**src/rtl/imem_loader_pkg.sv**
```systemverilog
// imem_loader_pkg: shared state encoding and constants for the instruction-memory boot loader
package imem_loader_pkg;
    typedef enum logic [2:0] {IDLE, ASSEMBLE, WRITE, CHECKSUM, DONE, ERROR} state_t;
    localparam logic [31:0] LOAD_TERMINATOR = 32'hFFFF_FFFF;
    localparam int BYTES_PER_WORD = 4;
endpackage

```
**src/rtl/imem_boot_loader_byte_packer.sv**
```systemverilog
// byte_packer: shifts accepted bytes big-endian into a 32-bit word and flags the 4th byte
module byte_packer
    import imem_loader_pkg::*;
(
    input  logic        Clock,
    input  logic        Reset_n,
    input  logic        accept,
    input  logic        clear,
    input  logic [7:0]  byte_in,
    output logic [31:0] word,
    output logic        word_complete
);
    logic [1:0] idx;

    assign word_complete = accept && idx == 2'(BYTES_PER_WORD - 1);

    // shift register and byte index; index wraps so the next word starts clean
    always_ff @(posedge Clock or negedge Reset_n) begin
        if (!Reset_n) begin
            word <= '0;
            idx  <= '0;
        end else if (clear) begin
            word <= '0;
            idx  <= '0;
        end else if (accept) begin
            word <= {word[23:0], byte_in};
            idx  <= idx + 2'd1;
        end
    end
endmodule

```
**src/rtl/imem_boot_loader.sv**
```systemverilog
// imem_boot_loader: packs a byte stream into words, writes them to instruction memory, then releases the core
// Optional trailing checksum word is enabled by defining LOADER_CHECKSUM_EN.
module imem_boot_loader
    import imem_loader_pkg::*;
#(
    parameter int ADDR_WIDTH = 10,
    parameter int MAX_WORDS  = 1024
) (
    input  logic                  Clock,
    input  logic                  Reset_n,
    input  logic                  Start,
    input  logic [7:0]            Byte_In,
    input  logic                  Byte_Valid,
    output logic                  Byte_Ready,
    output logic                  Imem_Write,
    output logic [ADDR_WIDTH-1:0] Imem_Addr,
    output logic [31:0]           Imem_Data,
    output logic [ADDR_WIDTH:0]   Word_Count,
    output logic                  Cpu_Run,
    output logic                  Load_Error
);
    localparam logic [ADDR_WIDTH:0] MAX_CNT = (ADDR_WIDTH + 1)'(MAX_WORDS);

    state_t state, state_nx, term_state;
    logic [31:0] word;
    logic word_complete, accept, clear, is_term, full, sum_ready, sum_match;

    assign accept  = Byte_Valid && Byte_Ready;
    assign clear   = Start && (state == IDLE || state == DONE || state == ERROR);
    assign is_term = word == LOAD_TERMINATOR;
    assign full    = Word_Count == MAX_CNT;

    byte_packer u_packer (
        .Clock         (Clock),
        .Reset_n       (Reset_n),
        .accept        (accept),
        .clear         (clear),
        .byte_in       (Byte_In),
        .word          (word),
        .word_complete (word_complete)
    );

`ifdef LOADER_CHECKSUM_EN
    logic [31:0] xor_acc;

    // running XOR of written words; sum_ready marks the compare cycle after the checksum word lands
    always_ff @(posedge Clock or negedge Reset_n) begin
        if (!Reset_n) begin
            xor_acc   <= '0;
            sum_ready <= 1'b0;
        end else begin
            xor_acc   <= clear ? '0 : Imem_Write ? xor_acc ^ word : xor_acc;
            sum_ready <= state == CHECKSUM && word_complete;
        end
    end

    assign sum_match  = word == xor_acc;
    assign term_state = CHECKSUM;
`else
    assign sum_ready  = 1'b0;
    assign sum_match  = 1'b0;
    assign term_state = DONE;
`endif

    // state register
    always_ff @(posedge Clock or negedge Reset_n) begin
        if (!Reset_n) state <= IDLE;
        else          state <= state_nx;
    end

    // words written in the current load; restarts on every accepted Start
    always_ff @(posedge Clock or negedge Reset_n) begin
        if (!Reset_n)        Word_Count <= '0;
        else if (clear)      Word_Count <= '0;
        else if (Imem_Write) Word_Count <= Word_Count + 1'b1;
    end

    // next-state: Start only matters outside an active load
    always_comb begin
        state_nx = state;
        case (state)
            IDLE:        if (Start) state_nx = ASSEMBLE;
            ASSEMBLE:    if (word_complete) state_nx = WRITE;
            WRITE:       state_nx = is_term ? term_state : full ? ERROR : ASSEMBLE;
            CHECKSUM:    if (sum_ready) state_nx = sum_match ? DONE : ERROR;
            DONE, ERROR: if (Start) state_nx = ASSEMBLE;
            default:     state_nx = IDLE;
        endcase
    end

    // outputs decoded from registered state only, so the write port never sees Byte_In directly
    always_comb begin
        Byte_Ready = state == ASSEMBLE || (state == CHECKSUM && !sum_ready);
        Imem_Write = state == WRITE && !is_term && !full;
        Imem_Addr  = Imem_Write ? Word_Count[ADDR_WIDTH-1:0] : '0;
        Imem_Data  = Imem_Write ? word : '0;
        Cpu_Run    = state == DONE;
        Load_Error = state == ERROR;
    end
endmodule

```
**config.mk**
```make
export PLATFORM = sky130hd
export DESIGN_NAME = imem_boot_loader
export DESIGN_NICKNAME = d
export VERILOG_FILES = /design/src/rtl/imem_loader_pkg.sv /design/src/rtl/imem_boot_loader_byte_packer.sv /design/src/rtl/imem_boot_loader.sv
export SDC_FILE = /design/constraint.sdc
export NUM_CORES = 1
export LEC_CHECK = 0
export BUFFER_PORTS_ARGS = -buffer_cell sky130_fd_sc_hd__buf_2
export CORE_MARGIN = 5
export CORE_UTILIZATION = 56
export CTS_CLUSTER_SIZE = 30
export DETAILED_ROUTE_END_ITERATION = 6
export GPL_ROUTABILITY_DRIVEN = 0
export PLACE_DENSITY = 0.85
export SYNTH_ARGS = -nofsm -noshare
export SYNTH_HDL_FRONTEND = slang
export SYNTH_SLANG_ARGS = --single-unit
```
**constraint.sdc**
```tcl
create_clock -name Clock -period 3.4 [get_ports Clock]
set_clock_uncertainty 0.05 [all_clocks]
set_input_delay 0 -clock Clock [delete_from_list [all_inputs] [get_ports Clock]]
set_output_delay 0 -clock Clock [all_outputs]
set_load 0.02 [all_outputs]
```
==> results of run 1 <==
logic make-up (layout without fill, tap and decap cells):
kind of cell / Yosys count / after routing / share of synthesized area, %
buf+inv: 23 / 96 / 4.26
flops: 48 / 48 / 49.2
simple gates: 124 / 124 / 26.4
compound gates: 52 / 52 / 16.1
xor+xnor: 1 / 1 / 0.359
fa+ha+maj: 3 / 3 / 1.54
mux: 5 / 5 / 2.15
final cells by class:
type / count / area, µm²
clock buffer: 6 / 82.6
timing repair buffer: 82 / 473
fill: 338 / 1300
inverter: 6 / 22.5
clock inverter: 2 / 10.0
multi-input combinational: 185 / 1140
sequential: 48 / 1200
tap: 52 / 65.1
power groups by stage:
stage / Clock (µW) / Combinational (µW) / Sequential, µW
floorplan: 0 / 384 / 961
global placement: 0 / 520 / 1010
detailed placement: 0 / 539 / 1010
CTS: 356 / 550 / 1000
global route: 384 / 612 / 1040
finish: 349 / 547 / 1010
cell usage in the layout (no fill, tap or decap):
cell type,synthesis,final
nand2_1,38,38
o21ai_0,3,3
a21boi_0,1,1
a41o_1,1,1
nand4_1,9,9
dlygate4sd3_1,0,11
a221o_1,4,4
and3_1,3,3
nand3_1,6,6
ha_1,3,3
a21oi_1,14,14
nor4_1,4,4
or3b_1,1,1
xnor2_1,1,1
clkbuf_8,0,6
a22o_1,21,21
buf_2,1,68
a21oi_4,0,1
buf_4,2,3
mux2i_1,3,3
nand2b_1,2,2
dfrtp_1,48,48
nor2_1,11,11
inv_1,6,6
clkinv_2,0,2
and2_1,44,44
nor2b_1,1,1
o211a_1,1,1
a21o_1,2,2
nor2_2,1,1
mux2_2,2,2
or3_1,1,1
o311ai_0,1,1
nor3_1,3,3
o31ai_1,1,1
a211oi_1,2,2
worst paths after layout:
kind | startpoint | endpoint | slack, ns | cells after the start
setup / recovery | state[0] | Imem_Data[8] | 0.57 | 6
hold / removal | Reset_n | Word_Count[7] | 0.37 | 2
setup reg to reg | state[0] | Word_Count[0] | 0.88 | 6
hold reg to reg | state[2] | state[0] | 0.46 | 1
max in group asynchronous | Reset_n | u_packer.word[11] | 2.29 | 2
min in group Clock | Start | state[2] | 0.40 | 3
repair_timing:
action                                 in CTS  in global routing
resized for setup                           0                  0
endpoints found under the hold margin      58                  0
hold buffers                               11                  0
routing by layer:
metal,share of wire (%),wire [µm]
met4,0.41,24
met5,0,0
met2,48,2850
met1,45,2680
met3,6.0,354
per-stage QoR:
stage | setup slack [ns] | std cells | hold WS (ns)
2_1_floorplan | 1.50 | 256 | -0.346
3_3_place_gp | 0.955 | 362 | 0.165
3_5_place_dp | 0.906 | 362 | 0.169
4_1_cts | 0.592 | 381 | 0.395
5_1_grt | 0.340 | 381 | 0.403
6_report | 0.568 | 381 | 0.368
state kept, by name, indices dropped and copies added, names as in the netlist:
name	count
u_packer.idx	2
Word_Count	11
state	3
u_packer.word	32
==> results_dict.tcl, run 1 <==
set metrics [dict create \
    status "completed" \
    cp_top_family "compound AO/OA/AOI/OAI gates" \
    dp_hpwl_mm 4.04 \
    yosysMostFrequentCell "dfrtp_1" \
    htreeDepth 2 \
    seq_area_frac_synth_pct 49.2 \
    placed_area_mm2 0.00279 \
    slowest_delay_ns 0.71 \
    ant_nets 0 \
    synthTopCellsByArea "dfrtp_1 (49%), and2_1 (11%), a22o_1 (7.5%), nand2_1 (5.8%), a21oi_1 (2.9%)" \
    num_antenna_cells 0 \
    fin_crit_ns 2.83 \
    switchingPower_uw 731 \
    clockBufferDepth 2 \
    peakVddDrop_v 0.000364 \
    drive_above_1_share_pct 25.2 \
    initialDrtViolationCount 123 \
    grt_use_met1_pct 28.8 \
    finalCritPeriodShare_pct 83.3 \
    cts_buffers 5 \
    slowest_stage "a21oi_4" \
    cts_sinks 48 \
    routedWlPerCell_um 15.5 \
    power.leakage_uw 0.00156 \
    power.total_uw 1900 \
    hold_class "input pin to asynchronous set/reset pin" \
    internal_power_uw 1170 \
    grt_overflow 0 \
    finalSetupViolations 0 \
    timing.fmax_mhz 353 \
    dieWidth_um 76.0 \
    syn_inst 256 \
    cp.arrival_ns 2.78 \
    synthFlopType "dfrtp_1" \
    setup_tns_ns 0 \
    finalHoldViolations 0 \
    worst_pin_slew_ns 1.04 \
    synth_commonest_cells "dfrtp_1 (48), and2_1 (44), nand2_1 (38), a22o_1 (21), a21oi_1 (14)" \
    grt_start_max_net_pins 49 \
    clock-root-buffer "clkbuf_8" \
    ioPinCount 69 \
    critical_path_class "flop to output pin" \
    die_area_mm2 0.00578 \
    relSlewSlack_pct 30.5 \
    initial_core_util_pct 56.8 \
    syn-cell-area_mm2 0.00244 \
    swShare_pct 38.4 \
    busiest_layer "met2" \
    power_density_mw_per_mm2 636 \
    clk_pin_slew_ns 0.09 \
    drc 0 \
    avgSynthCellArea_um2 9.53 \
    cts_setup_buffers 0 \
    end_kind "output pin" \
    num_rows 24 \
    synth_nets 271 \
    grt_pass1_vias 2089 \
    synthToLayoutAreaGrowth_pct 22.8 \
    die_h_um 76.0 \
    critPathLaunchType "flop" \
    yosys.area.top_type_share_pct 49.2 \
    dr.pass1.iters 4 \
    drv_cap 0 \
    grt_use_met2_pct 34.0 \
    antenna_found_initial 0 \
    async_reset_ff_share_pct 100 \
    finalInstanceArea_mm2 0.00300 \
    combPwrFrac_pct 28.7 \
    grtUsageTotal_pct 21.5 \
    rsz0062_at_grt "no" \
    synth_area_leader_cell "dfrtp_1" \
    grt_pass1_wl_mm 10.3 \
    required_ns 3.35 \
    fin_nets 343 \
    path_buf_inv 2 \
    finalWirelength_mm 5.91 \
    clkPwrFrac_pct 18.3 \
    via_per_inst 5.70 \
    numPortBuffers 68 \
    insertion_delay_ns 0.30 \
    cts_tree "done" \
    fin_util_pct 69.8 \
    synth-edff-count 0 \
    seqPwrFrac_pct 53.0 \
    yosysWarningCount 0 \
    path_cells "or3b_1, a41o_1, a21oi_4, buf_4, and2_1, buf_2" \
    crit_fanout 45 \
    post_synth_num_cell_types 37 \
    coreArea_mm2 0.00429 \
    vias 2171 \
    grt_use_met3_pct 6.74 \
    maxSlewViolCount 0 \
    synth-seq-cells 48 \
]
Note: power is estimated with default switching activity, not from simulation.
==> run 2, diff against run 1 <==
- CORE_UTILIZATION: 56 -> 47
- PLACE_DENSITY: 0.85 -> 0.76
- clock period: 3.4 -> 2.3 ns (I/O delays scaled with it)
==> run 2 against run 1 <==
Net effect:
- hold slack worse by 0.21 ns
- clock power is 49% higher
- via count is 2.5% higher
- routed wire length is 8.0% higher
- sequential share of layout area is 1.5 points lower
- global-route usage is 1.2 points lower
- combinational power is 55% higher
- register-to-register slack worse by 0.64 ns
- power is 51% higher
- highest routed layer unchanged
==> results_dict.tcl, run 2 (synthesis results as in run 1) <==
set metrics [dict create \
    drive_above_1_share_pct 27.1 \
    finalCritPeriodShare_pct 95.5 \
    dr.pass1.iters 4 \
    via_per_inst 5.44 \
    final_cells 409 \
    clk_pin_slew_ns 0.09 \
    grt_pass1_vias 2153 \
    clockBufferDepth 2 \
    finalSetupViolations 0 \
    dpl.cell_count 388 \
    cts_sinks 48 \
    drc 0 \
    maxSlewViolCount 0 \
    critical_path_class "flop to output pin" \
    critPathLaunchType "flop" \
    worst_pin_slew_ns 0.542 \
    num_rows 26 \
    status "completed" \
    required_ns 2.25 \
    power.leakage_uw 0.00161 \
    htreeDepth 2 \
    fin_crit_ns 2.20 \
    end_kind "output pin" \
    ant_nets 0 \
    finalWirelength_mm 6.38 \
    initial_core_util_pct 48.1 \
    hold_class "input pin to asynchronous set/reset pin" \
    coreArea_mm2 0.00507 \
    top_regs "u_packer.word x32, Word_Count x11, state x3" \
    peakVddDrop_v 0.000395 \
    routedWlPerCell_um 15.6 \
    grt_pass1_wl_mm 10.4 \
    insertion_delay_ns 0.30 \
    path_buf_inv 2 \
    die_h_um 82.1 \
    antenna_found_initial 0 \
    cp.arrival_ns 2.15 \
    top_register "u_packer.word" \
    timing.fmax_mhz 455 \
    grt_overflow 0 \
    drv_cap 0 \
    cts_buffers 5 \
    final_common_cell "buf_2" \
    initialDrtViolationCount 133 \
    num_antenna_cells 0 \
    cp_top_family "simple AND/OR/NAND/NOR gates" \
    setup_tns_ns 0 \
    dp_hpwl_mm 4.33 \
    power_density_mw_per_mm2 923 \
    ioPinCount 69 \
    slowest_delay_ns 0.43 \
    dieWidth_um 82.1 \
    die_area_mm2 0.00673 \
    path_cells "or3b_1, a41o_1, a21oi_4, buf_12, and2_1, buf_2" \
    fin_nets 353 \
    grtUsageTotal_pct 20.3 \
    rsz0062_at_grt "no" \
    vias 2226 \
    synthToLayoutAreaGrowth_pct 27.5 \
    grt_start_max_net_pins 34 \
    clock-root-buffer "clkbuf_8" \
    largest_register_ff_count 32 \
    most-common-layout-cells "buf_2 (68), dfrtp_1 (48), and2_1 (44)" \
    fillers 447 \
    slowest_stage "dfrtp_1" \
    cts_tree "done" \
    numPortBuffers 68 \
    relSlewSlack_pct 63.8 \
    multi_input_area_mm2 0.00116 \
    regArea_mm2 0.00120 \
    finalHoldViolations 0 \
    crit_fanout 33 \
]
## run 2: area by class of cell
class                           count  area share (%)
Tap cell                           70            2.81
Inverter                            6           0.724
Timing Repair Buffer               91            17.8
Multi-Input combinational cell    186            37.2
Sequential cell                    48            38.6
Clock buffer                        8            2.90
## run 2: stage by stage
step / hold slack, ns / total power, µW / area, µm² / setup WS, ns / utilization, %
final: 0.159 / 2870 / 3110 / 0.104 / 61.3
after global routing: 0.214 / 3060 / 3110 / 0.0161 / 61.3
after CTS: 0.181 / 2870 / 3080 / 0.00625 / 60.8
after detailed placement: -0.0321 / 2320 / 2880 / 0.153 / 56.7
after global placement: -0.0384 / 2290 / 2880 / 0.217 / 56.7
after floorplan: -0.346 / 1990 / 2440 / 0.395 / -
## run 2: metal layers
layer  up-vias  GRT usage, %  wire length [µm]  share of wire (%)
met5         -             0                 0                  0
met3         8          3.51               319                5.0
met2        72          33.6              3180                 50
met4         0          7.81                98                1.5
li1       1058             -                 -                  -
met1      1088          26.4              2780                 44
## run 2: path summary, 6_finish.rpt
check,depth (start not counted),slack [ns],from,to
worst min register to register,1,0.45,state[2],state[0]
worst max-delay path,6,0.10,state[0],Imem_Data[16]
min in group Clock,3,0.41,Start,state[2]
worst min-delay path,2,0.16,Reset_n,Word_Count[10]
worst max register to register,6,0.24,state[0],Word_Count[2]
max in group asynchronous,3,1.31,Reset_n,u_packer.word[9]
## run 2: where the power goes
group          internal (µW)  switching (µW)
registers               1140             362
logic                    382             467
clock network            246             274
total                   1770            1100
## run 2: what timing repair did
item,in CTS,in global routing
endpoints found under the hold margin,33,0
buffers inserted,0,1
resized for setup,2,2
hold buffers,11,0
setup endpoints to repair,24,42
gates cloned,0,1
==> run 3, diff against run 2 <==
- CORE_MARGIN: 5 -> not set
==> run 3 against run 2 <==
Net effect:
- combinational power grew 2.9%
- clock power is 0.8% lower
- worst setup slack gained 0.050 ns
- sequential share of layout area grew 0.23 points
- non-clock buffer count unchanged
- utilization up 2.5 points
- final area fell by 0.60%
- largest power group unchanged
==> results_dict.tcl, run 3 (synthesis results as in run 1) <==
set metrics [dict create \
    status "completed" \
    finalSetupViolations 0 \
    dieWidth_um 74.1 \
    die_h_um 74.1 \
    antenna_found_initial 0 \
    clkPwrFrac_pct 18.1 \
    clock-root-buffer "clkbuf_8" \
    initial_core_util_pct 50.3 \
    slowest_stage "dfrtp_1" \
    end_kind "output pin" \
    most-common-layout-cells "buf_2 (68), dfrtp_1 (48), and2_1 (44)" \
    required_ns 2.25 \
    path_cells "or3b_1, a41o_1, a21oi_4, buf_6, and2_1, buf_2" \
    via_per_inst 5.34 \
    fin_crit_ns 2.15 \
    rsz0062_at_grt "no" \
    hold_class "input pin to asynchronous set/reset pin" \
    finalWirelength_mm 5.99 \
    htreeDepth 2 \
    cp_top_family "simple AND/OR/NAND/NOR gates" \
    setup_tns_ns 0 \
    peakVddDrop_v 0.000543 \
    cts_sinks 48 \
    die_area_mm2 0.00548 \
    num_antenna_cells 0 \
    wl_met2_mm 2.92 \
    wl_met3_um 200 \
    grt_pass1_vias 2035 \
    maxSlewViolCount 0 \
    critical_path_class "flop to output pin" \
    grtUsageTotal_pct 23.7 \
    slowest_delay_ns 0.43 \
    cts_buffers 5 \
    finalHoldViolations 0 \
    top_regs "u_packer.word x32, Word_Count x11, state x3" \
    critPathLaunchType "flop" \
    cp.arrival_ns 2.10 \
    highest_layer "met4" \
    cts_tree "done" \
    synthToLayoutAreaGrowth_pct 26.8 \
    worst_pin_slew_ns 0.455 \
    power.total_uw 2860 \
    drive_above_1_share_pct 26.8 \
    final_common_cell "buf_2" \
    relSlewSlack_pct 69.6 \
    dr.pass1.iters 5 \
    grt_pass1_wl_mm 9.76 \
    combPwrFrac_pct 30.6 \
    finalCritPeriodShare_pct 93.3 \
    numPortBuffers 68 \
    reg2reg_slack_ns 0.23 \
    clk_pin_slew_ns 0.08 \
    drv_cap 0 \
    drc 0 \
    coreArea_mm2 0.00485 \
    seqPwrFrac_pct 51.3 \
    swShare_pct 37.9 \
    ioPinCount 69 \
    initialDrtViolationCount 105 \
    grt_overflow 0 \
    clockBufferDepth 2 \
    reg2reg_depth 6 \
    grt_start_max_net_pins 34 \
    vias 2170 \
    path_depth 6 \
    crit_fanout 27 \
    path_buf_inv 2 \
    fin_nets 353 \
    power_density_mw_per_mm2 924 \
    insertion_delay_ns 0.30 \
    switchingPower_uw 1080 \
    internal_power_uw 1780 \
    ant_nets 0 \
    routedWlPerCell_um 14.7 \
    timing.fmax_mhz 466 \
    largest_register_ff_count 32 \
    met1_length_mm 2.78 \
    top_register "u_packer.word" \
    num_rows 25 \
    dp_hpwl_mm 3.95 \
    power.leakage_uw 0.00160 \
]
[run 3: cell types whose count changed in the layout (fill, tap and decap cells not counted)]
cell    previous run  this run
nor4_2             1         0
buf_6              0         1
nor4_1             3         4
buf_12             1         0
[run 3: area by class of cell]
type                       instances  area [µm²]
sequential                        48        1200
timing repair buffer              91         544
multi-input combinational        186        1150
tap                               67        83.8
clock buffer                       8        90.1
inverter                           6        22.5
fill                             398        1760
[run 3: routing by layer]
metal	global-route usage, %	vias up
met3	4.07	7
met4	8.33	0
li1	-	1056
met2	39.7	56
met1	31.0	1051
met5	0	-
[run 3: worst register-to-register path, stage by stage, from the launching register on]
cell and delay (ns):
dfrtp_1 0.43, or3b_1 0.41, a41o_1 0.26, a21oi_4 0.16, buf_4 0.19, mux2_2 0.34
mux2i_1 0.15
[run 3: final timing paths]
kind | startpoint | to
max | state[0] | Imem_Data[29]
min | Reset_n | Word_Count[5]
max reg2reg | state[0] | Word_Count[2]
min reg2reg | state[2] | state[0]
max in group asynchronous | Reset_n | u_packer.word[17]
min in group Clock | Start | state[2]
[run 3: through the flow]
| stage | hold slack, ns | std cells | utilization [%] | cell area (µm²) | setup slack (ns) |
|---|---|---|---|---|---|
| 2_1_floorplan | -0.346 | 256 | - | 2440 | 0.395 |
| 3_5_place_dp | -0.102 | 385 | 59.3 | 2870 | 0.102 |
| 6_report | 0.114 | 406 | 63.8 | 3090 | 0.154 |
| 3_3_place_gp | -0.111 | 385 | 59.3 | 2870 | 0.147 |
| 4_1_cts | 0.109 | 406 | 63.8 | 3090 | 0.149 |
| 5_1_grt | 0.165 | 406 | 63.8 | 3090 | 0.0171 |
[run 3: power groups by stage]
stage,clock (µW),combinational [µW],sequential [µW]
2_1_floorplan,0,568,1420
3_3_place_gp,0,833,1470
3_5_place_dp,0,856,1470
4_1_cts,527,882,1460
5_1_grt,559,986,1510
6_report,516,875,1470
[run 3: repair_timing]
item | 4_1_cts | 5_1_grt
hold buffers | 11 | 0
resized for setup | 1 | 0
buffers inserted | 1 | 0
endpoints found under the setup margin | 38 | 0
endpoints found under the hold margin | 25 | 0
